**config.mk**
```make
export PLATFORM = sky130hd
export DESIGN_NAME = pc_gen_flat
export DESIGN_NICKNAME = d
export VERILOG_FILES = /design/src/rtl/pc_gen_pkg.sv /design/src/rtl/pc_gen_if.sv /design/src/rtl/pc_btb.sv /design/src/rtl/pc_gen.sv /design/src/flat_wrapper.sv
export SDC_FILE = /design/constraint.sdc
export NUM_CORES = 1
export LEC_CHECK = 0
export ABC_CLOCK_PERIOD_IN_PS = 15900
export CORE_ASPECT_RATIO = 1.2
export CORE_MARGIN = 3
export CORE_UTILIZATION = 47
export DETAILED_ROUTE_END_ITERATION = 6
export GPL_ROUTABILITY_DRIVEN = 1
export PLACE_DENSITY_LB_ADDON = 0.25
export SLEW_MARGIN = 25
export SYNTH_ARGS = -nofsm -noshare
export SYNTH_HDL_FRONTEND = slang
export SYNTH_SLANG_ARGS = --single-unit
```
**constraint.sdc**
```tcl
create_clock -name clk -period 15.9 [get_ports clk]
set_input_delay 3.18 -clock clk [delete_from_list [all_inputs] [get_ports clk]]
set_output_delay 3.18 -clock clk [all_outputs]
set_load 0.01 [all_outputs]
```
**src/rtl/pc_gen_pkg.sv**
```systemverilog
// Shared types and defaults for the fetch program-counter generator.
// Holds the next-PC select encoding and the default reset / trap addresses.
package pc_gen_pkg;

   typedef enum logic [2:0] {
      SEL_EXFIX = 3'd0,
      SEL_TRAP  = 3'd1,
      SEL_JR    = 3'd2,
      SEL_J     = 3'd3,
      SEL_HOLD  = 3'd4,
      SEL_PRED  = 3'd5,
      SEL_SEQ   = 3'd6
   } pc_sel_e;

   localparam logic [31:0] DEF_RESET_PC   = 32'h0000_0000;
   localparam logic [31:0] DEF_EXC_VECTOR = 32'h0000_0080;

endpackage

```
**src/rtl/pc_gen_if.sv**
```systemverilog
// Bundle of the redirect requests coming into pc_gen and the fetch/flush
// results going out; slave is the pc_gen side, master the pipeline side.
interface pc_gen_if #(
   parameter int XLEN = 32
);
   logic            stall_i;
   logic            id_jump_i;
   logic [25:0]     id_jidx_i;
   logic [XLEN-1:0] id_pc4_i;
   logic            id_jr_i;
   logic [XLEN-1:0] id_jr_tgt_i;
   logic            ex_branch_i;
   logic            ex_taken_i;
   logic [15:0]     ex_imm_i;
   logic [XLEN-1:0] ex_pc4_i;
   logic            ex_pred_taken_i;
   logic [XLEN-1:0] ex_pred_tgt_i;
   logic [XLEN-1:0] pc_o;
   logic [XLEN-1:0] pc4_o;
   logic            pred_taken_o;
   logic [XLEN-1:0] pred_tgt_o;
   logic            flush_ifid_o;
   logic            flush_idex_o;
   logic            trap_o;

   modport slave (
      input  stall_i, id_jump_i, id_jidx_i, id_pc4_i, id_jr_i, id_jr_tgt_i,
             ex_branch_i, ex_taken_i, ex_imm_i, ex_pc4_i, ex_pred_taken_i,
             ex_pred_tgt_i,
      output pc_o, pc4_o, pred_taken_o, pred_tgt_o, flush_ifid_o,
             flush_idex_o, trap_o
   );

   modport master (
      output stall_i, id_jump_i, id_jidx_i, id_pc4_i, id_jr_i, id_jr_tgt_i,
             ex_branch_i, ex_taken_i, ex_imm_i, ex_pc4_i, ex_pred_taken_i,
             ex_pred_tgt_i,
      input  pc_o, pc4_o, pred_taken_o, pred_tgt_o, flush_ifid_o,
             flush_idex_o, trap_o
   );
endinterface

```
**src/rtl/pc_btb.sv**
```systemverilog
// Direct-mapped branch target buffer: combinational lookup on the fetch PC,
// write/invalidate from the resolving EX branch. Lookups see pre-update state.
module pc_btb #(
   parameter int XLEN  = 32,
   parameter int DEPTH = 8
) (
   input  logic            clk,
   input  logic            rst_n,
   input  logic [XLEN-1:2] lookup_pc,
   output logic            hit,
   output logic [XLEN-1:0] hit_tgt,
   input  logic            upd_en,
   input  logic            upd_taken,
   input  logic [XLEN-1:2] upd_pc,
   input  logic [XLEN-1:0] upd_tgt
);
   localparam int IDXW = $clog2(DEPTH);
   localparam int TAGW = XLEN - IDXW - 2;

   logic [DEPTH-1:0] valid_r;
   logic [TAGW-1:0]  tag_r [DEPTH];
   logic [XLEN-1:0]  tgt_r [DEPTH];

   logic [IDXW-1:0] rd_idx_s;
   logic [IDXW-1:0] wr_idx_s;
   logic [TAGW-1:0] rd_tag_s;
   logic [TAGW-1:0] wr_tag_s;

   assign rd_idx_s = lookup_pc[IDXW+1:2];
   assign rd_tag_s = lookup_pc[XLEN-1:IDXW+2];
   assign wr_idx_s = upd_pc[IDXW+1:2];
   assign wr_tag_s = upd_pc[XLEN-1:IDXW+2];

   // Lookup of the current fetch address.
   always_comb begin
      hit     = 1'b0;
      hit_tgt = '0;
      if (valid_r[rd_idx_s] && (tag_r[rd_idx_s] == rd_tag_s)) begin
         hit     = 1'b1;
         hit_tgt = tgt_r[rd_idx_s];
      end else begin
         hit     = 1'b0;
         hit_tgt = '0;
      end
   end

   // Valid bits: set on a taken branch, dropped when a matching branch falls through.
   always_ff @(posedge clk or negedge rst_n) begin
      if (!rst_n) begin
         valid_r <= '0;
      end else if (upd_en) begin
         if (upd_taken) begin
            valid_r[wr_idx_s] <= 1'b1;
         end else if (tag_r[wr_idx_s] == wr_tag_s) begin
            valid_r[wr_idx_s] <= 1'b0;
         end
      end
   end

   // Tag and target payload; meaningless until the valid bit is set.
   always_ff @(posedge clk) begin
      if (upd_en && upd_taken) begin
         tag_r[wr_idx_s] <= wr_tag_s;
         tgt_r[wr_idx_s] <= upd_tgt;
      end
   end

endmodule

```
**src/rtl/pc_gen.sv**
```systemverilog
// Fetch PC register with prioritised next-PC selection and pipeline flushes.
// Optional branch target buffer is built when PC_GEN_BTB_EN is defined.
module pc_gen
   import pc_gen_pkg::*;
#(
   parameter int              XLEN       = 32,
   parameter logic [XLEN-1:0] RESET_PC   = XLEN'(DEF_RESET_PC),
   parameter logic [XLEN-1:0] EXC_VECTOR = XLEN'(DEF_EXC_VECTOR),
   parameter int              BTB_DEPTH  = 8
) (
   input logic     clk,
   input logic     rst_n,
   pc_gen_if.slave bus
);

   if (XLEN < 32 || BTB_DEPTH < 2 || (BTB_DEPTH & (BTB_DEPTH - 1)) != 0) begin : g_param_err
      $error("pc_gen: XLEN must be >= 32 and BTB_DEPTH a power of two >= 2");
   end

   logic [XLEN-1:0] pc_r;
   logic [XLEN-1:0] pc4_s;
   logic [XLEN-1:0] imm_ext_s;
   logic [XLEN-1:0] br_tgt_s;
   logic [XLEN-1:0] fix_tgt_s;
   logic [XLEN-1:0] jmp_tgt_s;
   logic [XLEN-1:0] next_pc_s;
   logic            mispredict_s;
   logic            pred_taken_s;
   logic [XLEN-1:0] pred_tgt_s;
   pc_sel_e         sel_s;

   assign pc4_s     = pc_r + XLEN'(4);
   assign imm_ext_s = {{(XLEN-16){bus.ex_imm_i[15]}}, bus.ex_imm_i};
   assign br_tgt_s  = bus.ex_pc4_i + {imm_ext_s[XLEN-3:0], 2'b00};
   assign fix_tgt_s = bus.ex_taken_i ? br_tgt_s : bus.ex_pc4_i;
   assign jmp_tgt_s = {bus.id_pc4_i[XLEN-1:28], bus.id_jidx_i, 2'b00};

   assign mispredict_s = bus.ex_branch_i &&
                         ((bus.ex_taken_i != bus.ex_pred_taken_i) ||
                          (bus.ex_taken_i && bus.ex_pred_taken_i &&
                           (bus.ex_pred_tgt_i != br_tgt_s)));

`ifdef PC_GEN_BTB_EN
   logic [XLEN-1:2] ex_pc_s;

   // The branch's own address is one word below the PC+4 it carries.
   assign ex_pc_s = bus.ex_pc4_i[XLEN-1:2] - (XLEN-2)'(1);

   pc_btb #(
      .XLEN  (XLEN),
      .DEPTH (BTB_DEPTH)
   ) u_btb (
      .clk       (clk),
      .rst_n     (rst_n),
      .lookup_pc (pc_r[XLEN-1:2]),
      .hit       (pred_taken_s),
      .hit_tgt   (pred_tgt_s),
      .upd_en    (bus.ex_branch_i),
      .upd_taken (bus.ex_taken_i),
      .upd_pc    (ex_pc_s),
      .upd_tgt   (br_tgt_s)
   );
`else
   assign pred_taken_s = 1'b0;
   assign pred_tgt_s   = '0;
`endif

   // Redirect priority: EX correction beats everything, ID redirects beat a stall.
   always_comb begin
      sel_s = SEL_SEQ;
      if (mispredict_s) begin
         sel_s = SEL_EXFIX;
      end else if (bus.id_jr_i && (bus.id_jr_tgt_i[1:0] != 2'b00)) begin
         sel_s = SEL_TRAP;
      end else if (bus.id_jr_i) begin
         sel_s = SEL_JR;
      end else if (bus.id_jump_i) begin
         sel_s = SEL_J;
      end else if (bus.stall_i) begin
         sel_s = SEL_HOLD;
      end else if (pred_taken_s) begin
         sel_s = SEL_PRED;
      end else begin
         sel_s = SEL_SEQ;
      end
   end

   // Next-PC mux driven by the select.
   always_comb begin
      next_pc_s = pc4_s;
      case (sel_s)
         SEL_EXFIX: next_pc_s = fix_tgt_s;
         SEL_TRAP:  next_pc_s = EXC_VECTOR;
         SEL_JR:    next_pc_s = bus.id_jr_tgt_i;
         SEL_J:     next_pc_s = jmp_tgt_s;
         SEL_HOLD:  next_pc_s = pc_r;
         SEL_PRED:  next_pc_s = pred_tgt_s;
         SEL_SEQ:   next_pc_s = pc4_s;
         default:   next_pc_s = pc4_s;
      endcase
   end

   // Fetch PC register.
   always_ff @(posedge clk or negedge rst_n) begin
      if (!rst_n) begin
         pc_r <= RESET_PC;
      end else begin
         pc_r <= next_pc_s;
      end
   end

   assign bus.pc_o         = pc_r;
   assign bus.pc4_o        = pc4_s;
   assign bus.pred_taken_o = pred_taken_s;
   assign bus.pred_tgt_o   = pred_tgt_s;
   assign bus.flush_ifid_o = (sel_s == SEL_EXFIX) || (sel_s == SEL_TRAP) ||
                             (sel_s == SEL_JR)    || (sel_s == SEL_J);
   assign bus.flush_idex_o = (sel_s == SEL_EXFIX);
   assign bus.trap_o       = (sel_s == SEL_TRAP);

endmodule

```
**src/flat_wrapper.sv**
```systemverilog
// flat-port wrapper written by rule: the top's interface ports become plain ports
module pc_gen_flat import pc_gen_pkg::*;
#(
   parameter int              XLEN       = 32,
   parameter logic [XLEN-1:0] RESET_PC   = XLEN'(DEF_RESET_PC),
   parameter logic [XLEN-1:0] EXC_VECTOR = XLEN'(DEF_EXC_VECTOR),
   parameter int              BTB_DEPTH  = 8
)
  (clk, rst_n, bus_stall_i, bus_id_jump_i, bus_id_jidx_i, bus_id_pc4_i, bus_id_jr_i, bus_id_jr_tgt_i, bus_ex_branch_i, bus_ex_taken_i, bus_ex_imm_i, bus_ex_pc4_i, bus_ex_pred_taken_i, bus_ex_pred_tgt_i, bus_pc_o, bus_pc4_o, bus_pred_taken_o, bus_pred_tgt_o, bus_flush_ifid_o, bus_flush_idex_o, bus_trap_o);
  pc_gen_if #(.XLEN(XLEN)) bus_i ();
  input logic clk;
  input logic rst_n;
  input wire logic [$bits(bus_i.stall_i)-1:0] bus_stall_i;
  input wire logic [$bits(bus_i.id_jump_i)-1:0] bus_id_jump_i;
  input wire logic [$bits(bus_i.id_jidx_i)-1:0] bus_id_jidx_i;
  input wire logic [$bits(bus_i.id_pc4_i)-1:0] bus_id_pc4_i;
  input wire logic [$bits(bus_i.id_jr_i)-1:0] bus_id_jr_i;
  input wire logic [$bits(bus_i.id_jr_tgt_i)-1:0] bus_id_jr_tgt_i;
  input wire logic [$bits(bus_i.ex_branch_i)-1:0] bus_ex_branch_i;
  input wire logic [$bits(bus_i.ex_taken_i)-1:0] bus_ex_taken_i;
  input wire logic [$bits(bus_i.ex_imm_i)-1:0] bus_ex_imm_i;
  input wire logic [$bits(bus_i.ex_pc4_i)-1:0] bus_ex_pc4_i;
  input wire logic [$bits(bus_i.ex_pred_taken_i)-1:0] bus_ex_pred_taken_i;
  input wire logic [$bits(bus_i.ex_pred_tgt_i)-1:0] bus_ex_pred_tgt_i;
  output wire logic [$bits(bus_i.pc_o)-1:0] bus_pc_o;
  output wire logic [$bits(bus_i.pc4_o)-1:0] bus_pc4_o;
  output wire logic [$bits(bus_i.pred_taken_o)-1:0] bus_pred_taken_o;
  output wire logic [$bits(bus_i.pred_tgt_o)-1:0] bus_pred_tgt_o;
  output wire logic [$bits(bus_i.flush_ifid_o)-1:0] bus_flush_ifid_o;
  output wire logic [$bits(bus_i.flush_idex_o)-1:0] bus_flush_idex_o;
  output wire logic [$bits(bus_i.trap_o)-1:0] bus_trap_o;
  assign bus_i.stall_i = bus_stall_i;
  assign bus_i.id_jump_i = bus_id_jump_i;
  assign bus_i.id_jidx_i = bus_id_jidx_i;
  assign bus_i.id_pc4_i = bus_id_pc4_i;
  assign bus_i.id_jr_i = bus_id_jr_i;
  assign bus_i.id_jr_tgt_i = bus_id_jr_tgt_i;
  assign bus_i.ex_branch_i = bus_ex_branch_i;
  assign bus_i.ex_taken_i = bus_ex_taken_i;
  assign bus_i.ex_imm_i = bus_ex_imm_i;
  assign bus_i.ex_pc4_i = bus_ex_pc4_i;
  assign bus_i.ex_pred_taken_i = bus_ex_pred_taken_i;
  assign bus_i.ex_pred_tgt_i = bus_ex_pred_tgt_i;
  assign bus_pc_o = bus_i.pc_o;
  assign bus_pc4_o = bus_i.pc4_o;
  assign bus_pred_taken_o = bus_i.pred_taken_o;
  assign bus_pred_tgt_o = bus_i.pred_tgt_o;
  assign bus_flush_ifid_o = bus_i.flush_ifid_o;
  assign bus_flush_idex_o = bus_i.flush_idex_o;
  assign bus_trap_o = bus_i.trap_o;
  pc_gen #(.XLEN(XLEN), .RESET_PC(RESET_PC), .EXC_VECTOR(EXC_VECTOR), .BTB_DEPTH(BTB_DEPTH)) u_core (.clk(clk), .rst_n(rst_n), .bus(bus_i));
endmodule
```
== Word-level counts from Yosys, hierarchy flattened ==
Index checks and enable logic that the tools add are counted.

* Register bits after elaboration: 32
* Output and inout port bits: 100
* Logic and storage cells: 27

* $add $sub $neg: 2
* Eq/ne operators: 7
* Multiplexer cells: 7
* Reduce and logical (&&, ||, !) cells: 10

{| class="wikitable"
|+ Operators by type and width
! cell !! count
|-
| one-hot mux 32 bit (6 select lines) || 1
|-
| adder 32 x 3 -> 32 bit, second input constant || 1
|-
| adder 32 bit || 1
|-
| 2-to-1 mux 32 bit || 1
|-
| != test 32 bit || 1
|-
| 2-to-1 mux 3 bit || 4
|-
| equality test 3 x 2 -> 1 bit, second input constant || 2
|-
| equality test 3 bit, second input constant || 2
|-
| logical AND 1 bit || 4
|-
| logical OR 1 bit || 4
|-
| equality test 3 x 1 -> 1 bit, second input constant || 1
|-
| zero test 3 bit || 1
|-
| 2-to-1 mux 2 bit || 1
|-
| nonzero test 2 bit || 1
|-
| != test 1 bit || 1
|}

== Longest topological paths before layout ==
* Depth in word-level cells: 10
* Gate-level depth with buffers: 18
* Gate-level depth less buffers: 16

== Worst setup path before layout ==
Ideal clock, no wire load.

* Path type: in2out
* Start point: input port bus_ex_pc4_i[5]
* End point: output port bus_trap_o
* Data arrival time: 6637 ps
* Required time: 12720 ps
* Slack: 6083 ps
* Stages: 16
* Path buffers: 3
* Cells stage by stage: ha_1 buf_6 a21o_1 a21oi_2 a211o_1 a21oi_2 nor4bb_1 nor3b_1 or4_1 or4_1 nand4b_4 nand2_4 inv_2 buf_6 buf_2 nor3_1

* Longest elaborated chain between the ends: 7

{| class="wikitable"
|+ RTL lines
! element !! line !! RTL
|-
| from (decl) || flat_wrapper.sv:22 || <nowiki>input wire logic [$bits(bus_i.ex_pc4_i)-1:0] bus_ex_pc4_i;</nowiki>
|-
| adder 32 bit || pc_gen.sv:34 || <nowiki>assign br_tgt_s = bus.ex_pc4_i + {imm_ext_s[XLEN-3:0], 2'b00};</nowiki>
|-
| != test 32 bit || pc_gen.sv:41 || <nowiki>(bus.ex_pred_tgt_i != br_tgt_s)));</nowiki>
|-
| logical AND 1 bit || pc_gen.sv:40 || <nowiki>(bus.ex_taken_i && bus.ex_pred_taken_i &&</nowiki>
|-
| logical OR 1 bit || pc_gen.sv:39 || <nowiki>((bus.ex_taken_i != bus.ex_pred_taken_i) ||</nowiki>
|-
| logical AND 1 bit || pc_gen.sv:38 || <nowiki>assign mispredict_s = bus.ex_branch_i &&</nowiki>
|-
| 2-to-1 mux 3 bit || pc_gen.sv:71 || <nowiki>if (mispredict_s) begin</nowiki>
|-
| equality test 3 x 1 -> 1 bit || pc_gen.sv:119 || <nowiki>assign bus.trap_o = (sel_s == SEL_TRAP);</nowiki>
|-
| to (decl) || flat_wrapper.sv:31 || <nowiki>output wire logic [$bits(bus_i.trap_o)-1:0] bus_trap_o;</nowiki>
|}

Every way passes these cells.

== Worst setup path after layout ==
* Start point: input port bus_ex_imm_i[15]
* End point: output port bus_trap_o

* Longest elaborated chain between the ends: 7

{| class="wikitable"
|+ RTL lines
! element !! line !! RTL
|-
| from (decl) || flat_wrapper.sv:21 || <nowiki>input wire logic [$bits(bus_i.ex_imm_i)-1:0] bus_ex_imm_i;</nowiki>
|-
| adder 32 bit || pc_gen.sv:34 ||
|-
| != test 32 bit || pc_gen.sv:41 ||
|-
| logical AND 1 bit || pc_gen.sv:40 ||
|-
| logical OR 1 bit || pc_gen.sv:39 ||
|-
| logical AND 1 bit || pc_gen.sv:38 ||
|-
| 2-to-1 mux 3 bit || pc_gen.sv:71 ||
|-
| equality test 3 x 1 -> 1 bit || pc_gen.sv:119 ||
|}

Every way passes these cells.

==> results.env <==
FMAXACHIEVABLE_MHz=82.1
TIMING.CRITICAL_PATH.BUF_INV=3
SYNTH.CELL_AREA_UM2=6000
CRITICAL_PATH.REG2REG.ENDPOINT='u_core.bus.pc_o[29]'
SYNTHESIS_TO_FINISH_AREA_GROWTH_PCT=36.2
GRT_USAGE_PCT=30.5
WIRE_PER_INST_UM=19.1
SLEW_AT_THE_PIN_CLOSEST_TO_ITS_MAX_SLEW_LIMIT_PS=786
VIA_PER_INST=5.87
TOTALPOWERFINAL_uW=560
TIMING.CRITICAL_PATH.TO_TYPE='output pin'
CRITICAL-PATH-SLOWEST-CELL='sky130_fd_sc_hd__clkdlybuf4s50_1'
POST-CTS-SETUP-BUFFER-COUNT=0
MAX-SLEW-MARGIN-REL_PCT=47.5
ROUTE.DETAILED.DRC=0
CHIPWIDTH_UM=109
FIRST_ITERATION_DETAILED_ROUTING_DRC_COUNT=436
CLOCK_TRANSITION_AT_PATH_REGS_PS=50
FLIP_FLOP_COUNT_OF_THE_LARGEST_REGISTER_ALL_COPIES_AND_WORDS_ADDED=32
ARRIVAL_PS=9000
FIN_AREA_UM2=8180
POST_SYNTH_NUM_CELL_TYPES=78
P_PER_AREA_nW_PER_UM2=68.4
CORE_BOX_AREA_UM2=12300
FLOORPLAN.DIE.HEIGHT_UM=130
FIN_TNS_SETUP_PS=0
POST-ROUTE-MIN-PERIOD_PS=12180
CP_MAX_FO=38
SYN-INSTANCE-COUNT=832
HOLD_CLASS='reg2reg'
SHARE_OF_FLIP_FLOPS_WITH_AN_ASYNCHRONOUS_SET_OR_RESET_AFTER_SYNTHESIS_PCT=100
DIE_AREA_UM2=14200
STATUS='finished clean'
CPPEAKSTAGEDELAY_PS=840
MIN-DELAY-START='u_core.bus.pc_o[0]'
SYNTH-MAIN-FF-CELL='sky130_fd_sc_hd__dfrtp_1'
HOLDWS_PS=554
MIN_DELAY_WORST_ENDPOINT='u_core.bus.pc_o[0]'
IO-PIN-COUNT=278
CLOCK_SINK_COUNT=32
POST_SYNTH_MAIN_AREA_CONTRIBUTORS='sky130_fd_sc_hd__dfrtp_1 13%, sky130_fd_sc_hd__a21oi_1 8.6%, sky130_fd_sc_hd__xnor2_1 8.5%'
STARTPOINT_TYPE='primary input'
FINALHOLDVIOLATIONS=0
SYNTH_EDF_COUNT=0
REGTOREGSTARTPOINT='u_core.bus.pc_o[4]'
CRITICAL-PATH-TOP-DELAY-FAMILY='compound AO/OA/AOI/OAI gates'
WORST-R2R-SETUP-SLACK_PS=12880
CP_CELL_SEQUENCE='clkdlybuf4s50_1, ha_1, a21oi_1, o211ai_1, a22o_1, a211o_1, a41oi_1, xnor2_1, o311ai_0, a2111oi_1, nand4b_4, nand2_4, inv_2, nor3_1, clkdlybuf4s50_1'
SYNTHESIS.AREA_PER_INSTANCE_UM2=7.22
CRIT_TYPE='in2out'
SYNTH-SEQ-AREA-SHARE_PCT=13.3
SYNTH_AREA_LEADER_CELL='sky130_fd_sc_hd__dfrtp_1'
HOLDPATHSTAGES=2
CLOCK_SKEW_PS=2.96
FIRST_GLOBAL_VIAS=6429
CELL_AREA_REPORTED_AFTER_DETAILED_PLACEMENT_UM2=8030
LEAKAGEPOWER_nW=3.35
SLEW_VIOL_FINAL=0
ROUTE.ANTENNA.REMAINING_NETS=0
CTS_INSERTED_BUFFERS=5
WORST_EP_REQUIRED_TIME_PS=12720
POST-ROUTE-PERIOD-UTIL_PCT=76.6
YOSYSWARNINGS=0
ROUTED_WL_UM=22300
MAXCAPVIOLCOUNT=0
COUNT_OF_INPUT_AND_OUTPUT_BUFFERS=216
SETUP_VIOL=0
VDD_DROP_MAX_uV=56.3
RSZ_0062_RAISED_AFTER_GLOBAL_ROUTING='false'
NETS=1213
DETAILROUTE.VIA_COUNT=6843
CTS-ROOT-TO-SINK-BUFFERS=2
GRT_REMAINING_OVERFLOW=0
ROW_CNT=44
CRIT_PATH_FREQUENT_CELL='sky130_fd_sc_hd__clkdlybuf4s50_1'
REG2REG_DEPTH=11
INITIAL_UTILIZATION_PCT=48.9
CTSROOTBUFFERMASTER='sky130_fd_sc_hd__clkbuf_16'
TRITONCTS_CLOCK_TREE='done'
DRIVE_ABOVE_1_SHARE_PCT=4.88
YS_SEQ_ELEMENTS=32
NUMBER_OF_ANTENNA_VIOLATIONS_AT_THE_FIRST_CHECK_IN_GLOBAL_ROUTING=0
HTREE_NUM_LEVELS=2
LARGEST_NET_DEGREE_AT_THE_START_OF_GLOBAL_ROUTING=39
SYNTHDOMINANTCELLAREASHARE_PCT=13.3
CLOCK_INSERTION_DELAY_WORST_SKEW_PS=280
GRT_FIRST_PASS_WIRELENGTH_UM=34200
DR.PASS1.ITERS=6
CTS.HOLD.BUFFERS_ADDED=0
FINALWEIGHTEDCONGESTION=0.978
POSTLAYOUTCOREUTIL_PCT=66.6
CTS_REPAIR_RESIZE_COUNT=0
DETAILED_PLACE_HPWL_UM=17700
## where the power goes
part | leakage, nW | internal [mW] | total [mW] | switching, mW
combinational | 2.90 | 0.171 | 0.340 | 0.169
clock | 0.0712 | 0.0625 | 0.0987 | 0.0362
sequential | 0.378 | 0.0953 | 0.121 | 0.0254
## area by class of cell
cell class	instances	area, um^2
Sequential cell	32	801
Clock buffer	8	146
Inverter	48	180
Timing Repair Buffer	223	2210
Tap cell	161	201
Antenna cell	1	2.50
Fill cell	1138	4100
Multi-Input combinational cell	693	4630
## worst max path at each step
stage | from | slack [ps] | depth (start not counted) | endpoint
finish | bus_ex_imm_i[15] | 3720 | 15 | bus_trap_o
global route | bus_ex_imm_i[15] | 3250 | 15 | bus_trap_o
CTS | bus_ex_imm_i[15] | 3780 | 15 | bus_trap_o
detailed placement | bus_ex_imm_i[15] | 3800 | 15 | bus_trap_o
global placement | bus_ex_imm_i[15] | 3770 | 15 | bus_trap_o
floorplan | bus_ex_pc4_i[5] | 6080 | 16 | bus_trap_o
## metrics by stage
step	setup WS (ps)	cells
6_report	3720	1166
5_1_grt	3250	1165
4_1_cts	3780	1165
3_5_place_dp	3800	1157
3_3_place_gp	3770	1157
2_1_floorplan	6080	864
## routing by layer
layer | global-route usage, % | vias to the layer above | wire length, um
met1 | 38.0 | 3199 | 8730
met5 | 0 | - | 0
met3 | 3.41 | 33 | 1700
li1 | - | 3301 | -
met4 | 9.61 | 0 | 618
met2 | 54.7 | 310 | 11200
## layout by cell type, fill, tap and decap left out, types with 9 or more instances in the layout
| master | n |
|---|---|
| sky130_fd_sc_hd__nand3_1 | 26 |
| sky130_fd_sc_hd__o211ai_1 | 9 |
| sky130_fd_sc_hd__clkdlybuf4s50_1 | 216 |
| sky130_fd_sc_hd__xor2_1 | 29 |
| sky130_fd_sc_hd__mux2_2 | 10 |
| sky130_fd_sc_hd__nand4_1 | 17 |
| sky130_fd_sc_hd__inv_1 | 46 |
| sky130_fd_sc_hd__dfrtp_1 | 32 |
| sky130_fd_sc_hd__nor3_1 | 21 |
| sky130_fd_sc_hd__o21ai_0 | 41 |
| sky130_fd_sc_hd__a21oi_1 | 103 |
| sky130_fd_sc_hd__nand2_1 | 71 |
| sky130_fd_sc_hd__xnor2_1 | 58 |
| sky130_fd_sc_hd__ha_1 | 31 |
| sky130_fd_sc_hd__conb_1 | 33 |
| sky130_fd_sc_hd__and2_1 | 10 |
| sky130_fd_sc_hd__a221o_1 | 17 |
| sky130_fd_sc_hd__nor2_1 | 53 |
## synthesized netlist by cell type, types with 8 or more instances
cell type and number:
sky130_fd_sc_hd__and3_1 8, sky130_fd_sc_hd__nand2_1 71, sky130_fd_sc_hd__o21ai_0 41, sky130_fd_sc_hd__a221o_1 17, sky130_fd_sc_hd__nand4_1 17, sky130_fd_sc_hd__dfrtp_1 32
sky130_fd_sc_hd__a21oi_1 103, sky130_fd_sc_hd__buf_4 36, sky130_fd_sc_hd__nand3_1 26, sky130_fd_sc_hd__a22o_1 8, sky130_fd_sc_hd__o211ai_1 9, sky130_fd_sc_hd__clkbuf_1 37
sky130_fd_sc_hd__nor2_1 53, sky130_fd_sc_hd__xor2_1 29, sky130_fd_sc_hd__xnor2_1 58, sky130_fd_sc_hd__and2_1 10, sky130_fd_sc_hd__inv_1 46, sky130_fd_sc_hd__nor2b_1 8
sky130_fd_sc_hd__nor3_1 22, sky130_fd_sc_hd__mux2_2 10, sky130_fd_sc_hd__buf_2 12, sky130_fd_sc_hd__ha_1 31
## cell families after synthesis
kind of cell,count (synthesis),share of synthesized area [%]
other cells,1,0.0625
fa+ha+maj,32,6.79
xor+xnor,90,13.8
simple gates,246,20.3
mux,17,3.04
flops,32,13.3
compound gates,275,31.0
buf+inv,139,11.7
## worst min-delay path: stages (launching register included)
cell and delay, ps:
sky130_fd_sc_hd__dfrtp_1 370, sky130_fd_sc_hd__nand3_1 80, sky130_fd_sc_hd__nand2_1 70
No activity file was read; power rests on OpenSTA's default activity.
